**config.mk**
```make
export PLATFORM = sky130hd
export DESIGN_NAME = fifo_request_arbiter
export DESIGN_NICKNAME = d
export VERILOG_FILES = /design/src/rtl/fifo_arbiter_pkg.sv /design/src/rtl/fifo_request_arbiter_picker.sv /design/src/rtl/fifo_request_arbiter.sv
export SDC_FILE = /design/constraint.sdc
export NUM_CORES = 1
export LEC_CHECK = 0
export CAP_MARGIN = 0
export CORE_AREA = 2 2 117 119
export CTS_BUF_LIST = sky130_fd_sc_hd__clkbuf_16
export CTS_CLUSTER_SIZE = 16
export DETAILED_ROUTE_END_ITERATION = 10
export DIE_AREA = 0 0 119 121
export DONT_BUFFER_PORTS = 1
export PLACE_DENSITY_LB_ADDON = 0.3
export SLEW_MARGIN = 20
export SYNTH_ARGS = -nofsm -noshare
export SYNTH_HDL_FRONTEND = slang
export SYNTH_SLANG_ARGS = --single-unit
```
**constraint.sdc**
```tcl
create_clock -name clk_in -period 4.7 [get_ports clk_in]
set_clock_uncertainty 0.2 [all_clocks]
set_input_delay 0.47 -clock clk_in [delete_from_list [all_inputs] [get_ports clk_in]]
set_output_delay 0.47 -clock clk_in [all_outputs]
set_load 0.01 [all_outputs]
```
**src/rtl/fifo_arbiter_pkg.sv**
```systemverilog
// fifo_arbiter_pkg: shared types and constants for fifo_request_arbiter.
// Holds the output-register FSM encoding, the grant counter width and a
// saturating increment helper used by the optional grant counters
// (FIFO_ARB_GRANT_COUNTER_EN).
package fifo_arbiter_pkg;

    // Output register occupancy: EMPTY = no request held, FULL = held.
    typedef enum logic {
        ARB_EMPTY = 1'b0,
        ARB_FULL  = 1'b1
    } arb_state_e;

    localparam int GRANT_COUNTER_WIDTH = 32;

    // Increment that sticks at all-ones instead of wrapping.
    function automatic logic [GRANT_COUNTER_WIDTH-1:0] sat_inc(
        input logic [GRANT_COUNTER_WIDTH-1:0] v
    );
        if (v == {GRANT_COUNTER_WIDTH{1'b1}}) begin
            return v;
        end
        return v + 1'b1;
    endfunction

endpackage

```
**src/rtl/fifo_request_arbiter_picker.sv**
```systemverilog
// round_robin_picker: combinational round-robin selector.
// Ports: valid_i (request vector), last_grant_i (previous winner),
//        grant_onehot_o, grant_idx_o (winner), any_valid_o.
// The search starts at last_grant_i+1 and wraps modulo NUM_REQUESTERS.
module round_robin_picker #(
    parameter int NUM_REQUESTERS      = 4,
    parameter int NUM_REQUESTERS_LOG2 = 2
) (
    input  logic [NUM_REQUESTERS-1:0]      valid_i,
    input  logic [NUM_REQUESTERS_LOG2-1:0] last_grant_i,
    output logic [NUM_REQUESTERS-1:0]      grant_onehot_o,
    output logic [NUM_REQUESTERS_LOG2-1:0] grant_idx_o,
    output logic                           any_valid_o
);

    int                           pos;
    logic [NUM_REQUESTERS_LOG2-1:0] pidx;
    logic                         found;

    always_comb begin
        grant_onehot_o = '0;
        grant_idx_o    = '0;
        found          = 1'b0;
        pos            = 0;
        pidx           = '0;
        // Offsets 1..N visit every port once, the last one being the
        // previous winner itself, so a lone requester always wins.
        for (int i = 1; i <= NUM_REQUESTERS; i++) begin
            pos = int'(last_grant_i) + i;
            if (pos >= NUM_REQUESTERS) begin
                pos = pos - NUM_REQUESTERS;
            end
            pidx = NUM_REQUESTERS_LOG2'(pos);
            if (!found && valid_i[pidx]) begin
                found                = 1'b1;
                grant_onehot_o[pidx] = 1'b1;
                grant_idx_o          = pidx;
            end
        end
        any_valid_o = |valid_i;
    end

endmodule

```
**src/rtl/fifo_request_arbiter.sv**
```systemverilog
// fifo_request_arbiter: round-robin merge of NUM_REQUESTERS valid/ack
// producers into one registered request toward a fifo_queue write port.
// Upstream: request_packed_in / request_valid_packed_in / issue_ack_packed_out.
// Downstream: request_out / request_source_out / request_valid_out / issue_ack_in.
// grant_count_packed_out: per-port saturating grant counters when
// FIFO_ARB_GRANT_COUNTER_EN is defined, otherwise constant zero.
module fifo_request_arbiter
    import fifo_arbiter_pkg::*;
#(
    parameter int NUM_REQUESTERS             = 4,
    parameter int NUM_REQUESTERS_LOG2        = 2,
    parameter int SINGLE_ENTRY_WIDTH_IN_BITS = 32
) (
    input  logic                                              clk_in,
    input  logic                                              reset_in,
    input  logic [NUM_REQUESTERS*SINGLE_ENTRY_WIDTH_IN_BITS-1:0] request_packed_in,
    input  logic [NUM_REQUESTERS-1:0]                         request_valid_packed_in,
    output logic [NUM_REQUESTERS-1:0]                         issue_ack_packed_out,
    output logic [SINGLE_ENTRY_WIDTH_IN_BITS-1:0]             request_out,
    output logic [NUM_REQUESTERS_LOG2-1:0]                    request_source_out,
    output logic                                              request_valid_out,
    input  logic                                              issue_ack_in,
    output logic [NUM_REQUESTERS*GRANT_COUNTER_WIDTH-1:0]     grant_count_packed_out
);

    localparam int W = SINGLE_ENTRY_WIDTH_IN_BITS;

    arb_state_e                     state_q, state_d;
    logic [NUM_REQUESTERS_LOG2-1:0] last_q, last_d;
    logic [W-1:0]                   data_q, data_d;
    logic [NUM_REQUESTERS_LOG2-1:0] src_q, src_d;

    logic [NUM_REQUESTERS-1:0]      pick_onehot;
    logic [NUM_REQUESTERS_LOG2-1:0] pick_idx;
    logic                           any_valid;
    logic                           slot_free;
    logic                           grant_fire;
    logic [W-1:0]                   pick_data;

    round_robin_picker #(
        .NUM_REQUESTERS      (NUM_REQUESTERS),
        .NUM_REQUESTERS_LOG2 (NUM_REQUESTERS_LOG2)
    ) u_picker (
        .valid_i        (request_valid_packed_in),
        .last_grant_i   (last_q),
        .grant_onehot_o (pick_onehot),
        .grant_idx_o    (pick_idx),
        .any_valid_o    (any_valid)
    );

    // The slot frees either because it is empty or because the held
    // request leaves this very edge. Reset suppresses the grant so no
    // requester believes it transferred into a register being cleared.
    assign slot_free  = (state_q == ARB_EMPTY) || issue_ack_in;
    assign grant_fire = slot_free && any_valid && !reset_in;

    // One-hot mux of the winning payload slice.
    always_comb begin
        pick_data = '0;
        for (int k = 0; k < NUM_REQUESTERS; k++) begin
            if (pick_onehot[k]) begin
                pick_data = pick_data | request_packed_in[k*W +: W];
            end
        end
    end

    // FSM: state register
    always_ff @(posedge clk_in) begin
        if (reset_in) begin
            state_q <= ARB_EMPTY;
        end else begin
            state_q <= state_d;
        end
    end

    // FSM: next state
    always_comb begin
        state_d = state_q;
        case (state_q)
            ARB_EMPTY: begin
                if (any_valid) begin
                    state_d = ARB_FULL;
                end
            end
            ARB_FULL: begin
                if (issue_ack_in && !any_valid) begin
                    state_d = ARB_EMPTY;
                end
            end
            default: state_d = ARB_EMPTY;
        endcase
    end

    // FSM: outputs
    always_comb begin
        issue_ack_packed_out = '0;
        if (grant_fire) begin
            issue_ack_packed_out = pick_onehot;
        end
        request_valid_out = (state_q == ARB_FULL);
    end

    // Output register and round-robin pointer: both move only on a grant,
    // so the held request stays stable while stalled.
    always_comb begin
        data_d = data_q;
        src_d  = src_q;
        last_d = last_q;
        if (grant_fire) begin
            data_d = pick_data;
            src_d  = pick_idx;
            last_d = pick_idx;
        end
    end

    always_ff @(posedge clk_in) begin
        if (reset_in) begin
            data_q <= '0;
            src_q  <= '0;
            last_q <= NUM_REQUESTERS_LOG2'(NUM_REQUESTERS - 1);
        end else begin
            data_q <= data_d;
            src_q  <= src_d;
            last_q <= last_d;
        end
    end

    assign request_out        = data_q;
    assign request_source_out = src_q;

`ifdef FIFO_ARB_GRANT_COUNTER_EN
    logic [GRANT_COUNTER_WIDTH-1:0] cnt_q [NUM_REQUESTERS];
    logic [GRANT_COUNTER_WIDTH-1:0] cnt_d [NUM_REQUESTERS];

    always_comb begin
        for (int k = 0; k < NUM_REQUESTERS; k++) begin
            cnt_d[k] = cnt_q[k];
            if (issue_ack_packed_out[k]) begin
                cnt_d[k] = sat_inc(cnt_q[k]);
            end
        end
    end

    always_ff @(posedge clk_in) begin
        for (int k = 0; k < NUM_REQUESTERS; k++) begin
            if (reset_in) begin
                cnt_q[k] <= '0;
            end else begin
                cnt_q[k] <= cnt_d[k];
            end
        end
    end

    always_comb begin
        grant_count_packed_out = '0;
        for (int k = 0; k < NUM_REQUESTERS; k++) begin
            grant_count_packed_out[k*GRANT_COUNTER_WIDTH +: GRANT_COUNTER_WIDTH] = cnt_q[k];
        end
    end
`else
    assign grant_count_packed_out = '0;
`endif

endmodule

```
==> key figures, run 1 <==
Synthesis
  – Share of the synthesized area in the top cell type: 0.3097
  – Prevailing post-synth register cell: dfxtp_1
  – Synth Warn #: 0
  – Fraction of registers with async set/reset: 0
  – Xor-xnor portion of the synthesized cell area: 0
  – Distinct cell type count after synthesis: 33
  – Share of synthesized area occupied by flip-flops and latches: 0.2333
  – Cell with the most instances after synthesis: buf_4
  – Number of enable-type register cells in the synthesized netlist: 0
  – Post-synthesis cell count: 383
  – Cells taking the most area after synthesis: buf_4, dfxtp_1, a22oi_1
  – Adder and majority gate portion of the synthesized area: 0.02758
  – Simple-gate portion of the synthesized area: 0.05162
  – Largest family of logic cells by synthesized area: buffers and inverters
  – Top cell types by occurrence after synthesis: buf_4, a22oi_1, dfxtp_1, a21oi_1, a31oi_1
  – Total of flip-flops plus latches after synthesis: 37
  – Multiplexer fraction of the synthesized cell area: 0.03152
  – Syn Area/Cell: approximately 8.3 um2
  – Top cell type by total area after synthesis: buf_4
  – Complex-gate fraction of the synthesized area: 0.3073
  – Area of the mapped netlist: between 0.003 and 0.004 mm2

GRT
  – Maximum number of pins on one net before global-route repair: 41
  – Gr usage total: 0.1206
  – Initial antenna violation count: 0
  – Total grt overflow: 0
  – Vias in the first global route: approximately 2.2k
  – Global-route wire length before repair: about 13000 um

CTS
  – Clock network latency to the later pin of the worst-skew pair: 0.29 ns
  – Setup Buffers After CTS: 0
  – CTS sink cnt: 37
  – Root buffer cell: clkbuf_16
  – Total clock buffers created by CTS: 5
  – Clock tree from TritonCTS: done
  – CTS resizes: 0
  – Clk pin slew, worst setup/hold paths: 0.06 ns
  – Number of hold buffers added after cts: 0
  – Maximum root-to-sink buffer count: 2
  – CTS HTree Levels: 2

Route
  – Met3 wire len: ~940 um
  – Antenna Nets Post-Route: 0
  – Routed wire length: 9358 um
  – Initial detailed-routing violation count: 115
  – DRT Pass-1 Iters: 4
  – Highest routed metal layer: met4
  – Total DRC errors in the routed layout: 0
  – Per-cell via count in the routed design: 4.413
  – WL met1: about 3600 um
  – Total number of vias: approximately 2.4k
  – Detailed-route wire length per cell: between 15 and 20 um
  – Routed length on met2: between 4000 and 5000 um

Hold path
  – Hold/Removal Path Class: in -> reg

Finish
  – Fillcell total: approximately 1.4k
  – Net count of the finished layout: between 500 and 600
  – Fraction of final layout cells with drive strength greater than 1: 0.06267
  – Area delta synth->final: -6.383%
  – Diode count: 0

STA
  – Achievable clock frequency: between 200 and 250 MHz
  – Normalized max-slew margin: 0.4823
  – Period utilisation layout: 0.9017
  – Shortest period the worst path allows: 4.238 ns
  – Final count of hold timing violations: 0
  – Slew Limit Fails: 0
  – Final Setup Violations: 0
  – Unrepaired setup endpoints after global routing: no
  – Total Neg Setup Slack: 0 ns
  – Transition time at the pin with the least slew margin: a little under 0.8 ns

Power and ir drop
  – Peak VDD IR: 0.0003153 V
  – Leak pwr: 0.001220 uW
  – Cell Int Power: ~1100 uW
  – P per Cell Area: between 700 and 800 mW/mm2
  – Share of power burned in registers: 0.278
  – Clock network fraction of design power: 0.183
  – Part of the power in combinational logic: 0.538
  – Proportion of total power due to net switching: 0.4809
  – Net load switching power: 1020 uW
  – Pwr Total: around 2100 uW

Floorplan
  – Floorplan Core Area: 0.01309 mm2
  – Horiz. Die Dim: around 120 um
  – Die Y: 121 um
  – Initial Utilization: 0.2427
  – Boundary Pins: between 300 and 400
  – Die footprint: between 0.01 and 0.015 mm2
  – Total number of placement rows: 42

Critical path
  – Crit path capture type: primary output
  – Worst path required time: just over 4 ns
  – Crit Path Category: reg -> out
  – CP Launch Type: register
  – Critical path arrival: 3.57 ns
  – R2R Setup Slk: a little under 1 ns
  – Crit Path Max Fanout: 33

Placed design
  – Gpl congestion: approximately 0.74
  – Final HPWL DP: approximately 7000 um
  – Input/output buffers: 0

Run status
  – Outcome: completed

Flow run
  – Number of max-capacitance violations reported: 0
sequential cells by signal, indices dropped and copies added (netlist names):
register	cells
last_q	2
request_valid_out	1
request_source_out	2
request_out	32
routing by layer:
layer | track usage | vias up
met5 | 0 | -
met4 | 0.03348 | 0
met3 | 0.03994 | 8
met2 | 0.2087 | 177
met1 | 0.1426 | 1100
li1 | - | 1111
critical path: stages, from the launching register on:
cell and delay [ns]:
dfxtp_1 0.61, inv_1 0.23, ha_1 0.43, mux4_2 0.54, nor2b_1 0.16, nor3b_4 0.29
a221o_2 0.72, and2_1 0.28
logic make-up (layout without fill, tap and decap cells):
kind of cell / count (synthesis) / in the layout
AO/OA/AOI/OAI: 148 / 148
flip-flops: 37 / 37
buffers and inverters: 156 / 13
multiplexers: 5 / 5
adder cells (fa/ha/maj): 7 / 7
other: 1 / 128
AND/OR/NAND/NOR: 29 / 29
cells in the final DEF (no fill, tap or decap), types with 2 or more instances in the layout:
cell type	netlist	routed
conb_1	1	128
a22oi_1	64	64
dfxtp_1	37	37
a21oi_1	35	35
a31oi_1	33	33
nand2_1	11	11
ha_1	7	7
o21ai_0	5	5
clkbuf_16	0	5
mux4_2	4	4
a221o_2	2	4
and2_1	4	4
o21ai_1	3	3
nor3_1	3	3
nor2_1	4	3
buf_4	131	3
inv_1	2	2
power by group through the flow:
| stage | clock [uW] | combinational [uW] | sequential, uW |
|---|---|---|---|
| CTS | 406 | 1170 | 594 |
| finish | 389 | 1140 | 590 |
| global placement | 0 | 1140 | 598 |
| global route | 414 | 1290 | 607 |
| detailed placement | 0 | 1170 | 601 |
| floorplan | 0 | 1060 | 554 |
layout make-up:
class,count,area (um2),area share
multi-input cells,317,1818,0.6115
flip-flops and latches,37,740.7,0.2492
well taps,176,220.2,0.07407
clock buffers,5,125.1,0.04209
clock inverters,2,35.03,0.01178
repair buffers,3,22.52,0.007576
inverters,3,11.26,0.003788
path summary, 6_finish.rpt:
path,endpoint,start,cells past startpoint
max,issue_ack_packed_out[0],last_q[0],7
min,request_valid_out,reset_in,1
max reg2reg,request_out[4],last_q[0],8
min reg2reg,request_valid_out,request_valid_out,2
per-stage QoR:
step                      hold slack, ns  worst slack (ns)    util  instance area, um2  instances
after floorplan                   0.3111             1.443       -                3652        510
after global placement            0.3333            0.8299  0.2150                2813        536
after detailed placement          0.3401            0.7149  0.2150                2813        536
after CTS                        0.03215            0.3733  0.2272                2973        543
after global routing             0.03441            0.1153  0.2272                2973        543
final                            0.04700            0.4619  0.2272                2973        543
(Power assumes the default switching activity.)
==> inputs of run 2 (changes only) <==
--- a/config.mk
+++ b/config.mk
@@ -16,4 +16,5 @@
 export SLEW_MARGIN = 20
 export SYNTH_ARGS = -nofsm -noshare
 export SYNTH_HDL_FRONTEND = slang
+export SYNTH_HIERARCHICAL = 1
 export SYNTH_SLANG_ARGS = --single-unit
==> key figures, run 2 <==
Synthesis
  – Share of the synthesized area in the top cell type: 0.2674 (-0.04228)
  – Top cell type by total area after synthesis: buf_4
  – Share of synthesized area occupied by flip-flops and latches: 0.2061 (-0.02713)
  – Cells taking the most area after synthesis: buf_4, dfxtp_1, o2bb2ai_2
  – Synth Warn #: 6 (+6)
  – Prevailing post-synth register cell: dfxtp_1
  – Post-synthesis cell count: 395 (+3.1%)
  – Syn Area/Cell: 9.097 um2 (+9.7%)
  – Total of flip-flops plus latches after synthesis: 37 (unchanged)
  – Distinct cell type count after synthesis: 42 (+27%)
  – Cell with the most instances after synthesis: buf_4
  – Number of enable-type register cells in the synthesized netlist: 0 (unchanged)
  – Fraction of registers with async set/reset: 0 (unchanged)
  – Area of the mapped netlist: 0.003593 mm2 (+13%)
  – Top cell types by occurrence after synthesis: buf_4, dfxtp_1, a221oi_1, a22o_1, o2bb2ai_2

Power and ir drop
  – Net load switching power: 623.5 uW (-39%)
  – Cell Int Power: 897.3 uW (-19%)
  – Peak VDD IR: 0.0001909 V (-39%)
  – Clock network fraction of design power: 0.252 (+0.069)
  – Part of the power in combinational logic: 0.433 (-0.105)
  – Share of power burned in registers: 0.314 (+0.036)
  – P per Cell Area: 439.4 mW/mm2 (-38%)
  – Leak pwr: 0.001461 uW (+20%)
  – Proportion of total power due to net switching: 0.4100 (-0.07094)

Route
  – Antenna Nets Post-Route: 0 (unchanged)
  – Per-cell via count in the routed design: 4.701 (+6.5%)
  – Total DRC errors in the routed layout: 0 (unchanged)
  – Total number of vias: 2623 (+9.5%)
  – Routed wire length: 9494 um (+1.5%)
  – DRT Pass-1 Iters: 4 (unchanged)
  – Detailed-route wire length per cell: 17.01 um (-1.3%)
  – Initial detailed-routing violation count: 101 (-12%)

Hold path
  – Hold/Removal Path Class: in -> reg

Critical path
  – Most frequent cell on the critical path: inv_1
  – Critical path arrival: 2.91 ns (-0.66 ns)
  – Crit Path Category: reg -> out
  – Worst path top cell family by delay: compound AO/OA/AOI/OAI gates
  – Cells along the critical path: inv_1 > ha_1 > nand2b_1 > o22ai_1 > a2111oi_1 > o2bb2ai_4 > buf_4 > inv_1 > nor2_1
  – Worst path required time: 4.03 ns (about the same)
  – Peak per-stage delay on the critical path: 0.63 ns (-0.09 ns)
  – Crit Path Max Fanout: 26 (-21%)
  – Crit path capture type: primary output
  – CP Launch Type: register
  – Number of buffer and inverter stages on the critical path: 3 (+2)
  – Worst path slowest cell: a2111oi_1

GRT
  – Global-route wire length before repair: 13540 um (+4.7%)
  – Met3 Track Usage GR: 0.05028 (+0.01034)
  – Gr usage total: 0.1213 (+0.0006632)
  – Met1 Resource Use GR: 0.1344 (-0.008167)
  – Vias in the first global route: 2357 (+9.3%)
  – Maximum number of pins on one net before global-route repair: 35 (-15%)
  – Fraction of met2 tracks used by global routing: 0.2055 (-0.003233)
  – Initial antenna violation count: 0 (unchanged)
  – Total grt overflow: 0 (unchanged)
  – Most congested layer reported by global routing: met2

STA
  – Normalized max-slew margin: 0.3810 (-0.1013)
  – Slew Limit Fails: 0 (unchanged)
  – Transition time at the pin with the least slew margin: 0.9286 ns (+0.1520 ns)
  – Period utilisation layout: 0.7622 (-0.1395)
  – Unrepaired setup endpoints after global routing: no
  – Fin worst setup slack: 1.118 ns (+0.6558 ns)
  – Achievable clock frequency: 279.1 MHz (+18%)
  – Final worst hold slack: 0.05148 ns (+0.004481 ns)
  – Total Neg Setup Slack: 0 ns (unchanged)
  – Shortest period the worst path allows: 3.582 ns (-0.6558 ns)
  – Final Setup Violations: 0 (unchanged)
  – Final count of hold timing violations: 0 (unchanged)

Floorplan
  – Total number of placement rows: 42 (unchanged)
  – Initial Utilization: 0.2746 (+0.03194)
  – Die Y: 121 um (unchanged)
  – Horiz. Die Dim: 119 um (unchanged)
  – Die footprint: 0.01440 mm2 (unchanged)
  – Floorplan Core Area: 0.01309 mm2 (unchanged)
  – Boundary Pins: 302 (unchanged)

CTS
  – Maximum root-to-sink buffer count: 2 (unchanged)
  – Total clock buffers created by CTS: 5 (unchanged)
  – CTS HTree Levels: 2 (unchanged)
  – Root buffer cell: clkbuf_16
  – Clock tree from TritonCTS: done
  – Number of hold buffers added after cts: 0 (unchanged)
  – Setup Buffers After CTS: 0 (unchanged)
  – CTS resizes: 0 (unchanged)
  – CTS sink cnt: 37 (unchanged)
  – Clock network latency to the later pin of the worst-skew pair: 0.28 ns (about the same)
  – Clk pin slew, worst setup/hold paths: 0.05 ns (about the same)

Finish
  – Net count of the finished layout: 524 (+2.9%)
  – Commonest non-fill, non-tap cell in the layout: conb_1
  – Area delta synth->final: -3.691%
  – Fraction of final layout cells with drive strength greater than 1: 0.1545 (+0.09178)
  – Highest-count cells in the layout ignoring fill and taps: conb_1, dfxtp_1, a22o_1, a221oi_1, o2bb2ai_2
  – Post-Route Utilization: 0.2645 (+0.03729)
  – Flip-flop count of the largest register, all copies and words added: 32 (unchanged)
  – Diode count: 0 (unchanged)

Placed design
  – Input/output buffers: 0 (unchanged)
  – Worst slack at placement: 1.113 ns (+0.3979 ns)
  – Gpl congestion: 0.8473 (+15%)
  – Final HPWL DP: 7656 um (+9.2%)

Run status
  – Outcome: completed

Flow run
  – Number of max-capacitance violations reported: 0 (unchanged)
-- run 2: cell count changes after synthesis, sizes merged, moves of 5 or more --
cell / delta
o22ai: +6
a21oi: -28
a31oi: -32
and3: +8
inv: +6
a22oi: -60
a22o: +30
buf: -6
a221oi: +29
nor2: +11
nand2: -5
o2bb2ai: +34
clkbuf: +9
-- run 2: path summary, 6_finish.rpt --
check / depth (start not counted) / to / start / slack [ns]
worst max-delay path: 9 / issue_ack_packed_out[2] / last_q[0] / 1.12
worst max register to register: 10 / request_out[20] / last_q[0] / 1.39
worst min register to register: 1 / request_out[10] / request_out[10] / 0.32
worst min-delay path: 1 / request_source_out[1] / reset_in / 0.05
-- run 2: per-layer routing --
layer / wire length (um) / up-vias
li1: - / 1180
met1: 3443 / 1228
met2: 4669 / 200
met3: 1107 / 15
met4: 272 / 0
met5: 0 / -
-- run 2: area by class of cell --
| type | count | area (um2) |
|---|---|---|
| repair buffers | 8 | 60.06 |
| flip-flops and latches | 37 | 740.7 |
| fillers | 1407 | 9624 |
| well taps | 176 | 220.2 |
| inverters | 8 | 30.03 |
| clock inverters | 3 | 41.29 |
| multi-input cells | 321 | 2243 |
| clock buffers | 5 | 125.1 |
-- run 2: through the flow --
stage          instances  instance area [um2]  power, uW
2_1_floorplan        522                 4070       1089
3_3_place_gp         550                 3282       1126
3_5_place_dp         550                 3282       1138
4_1_cts              558                 3448       1525
5_1_grt              558                 3461       1615
6_report             558                 3461       1521
-- run 2: worst reg2reg max path: stages, from the launching register on --
cell	delay, ns
dfxtp_1	0.32
inv_1	0.11
ha_1	0.61
nand2b_1	0.17
o22ai_1	0.09
a2111oi_1	0.64
o2bb2ai_2	0.08
buf_4	0.25
a22o_1	0.25
a221oi_1	0.33
o2bb2ai_2	0.11
-- run 2: logic make-up after synthesis --
family                     share of synthesized area
AOI/OAI and AO/OA                             0.3381
DFF                                           0.2061
adders and majority gates                    0.02786
buffers and inverters                         0.3162
other                                       0.001044
and+or+nand+nor                              0.07172
muxes                                        0.03899
-- run 2: power groups by stage --
stage / registers [uW] / clock network [uW] / logic, uW
2_1_floorplan: 471 / 0 / 618
3_3_place_gp: 486 / 0 / 641
3_5_place_dp: 483 / 0 / 655
4_1_cts: 479 / 390 / 657
5_1_grt: 487 / 402 / 726
6_report: 478 / 384 / 659
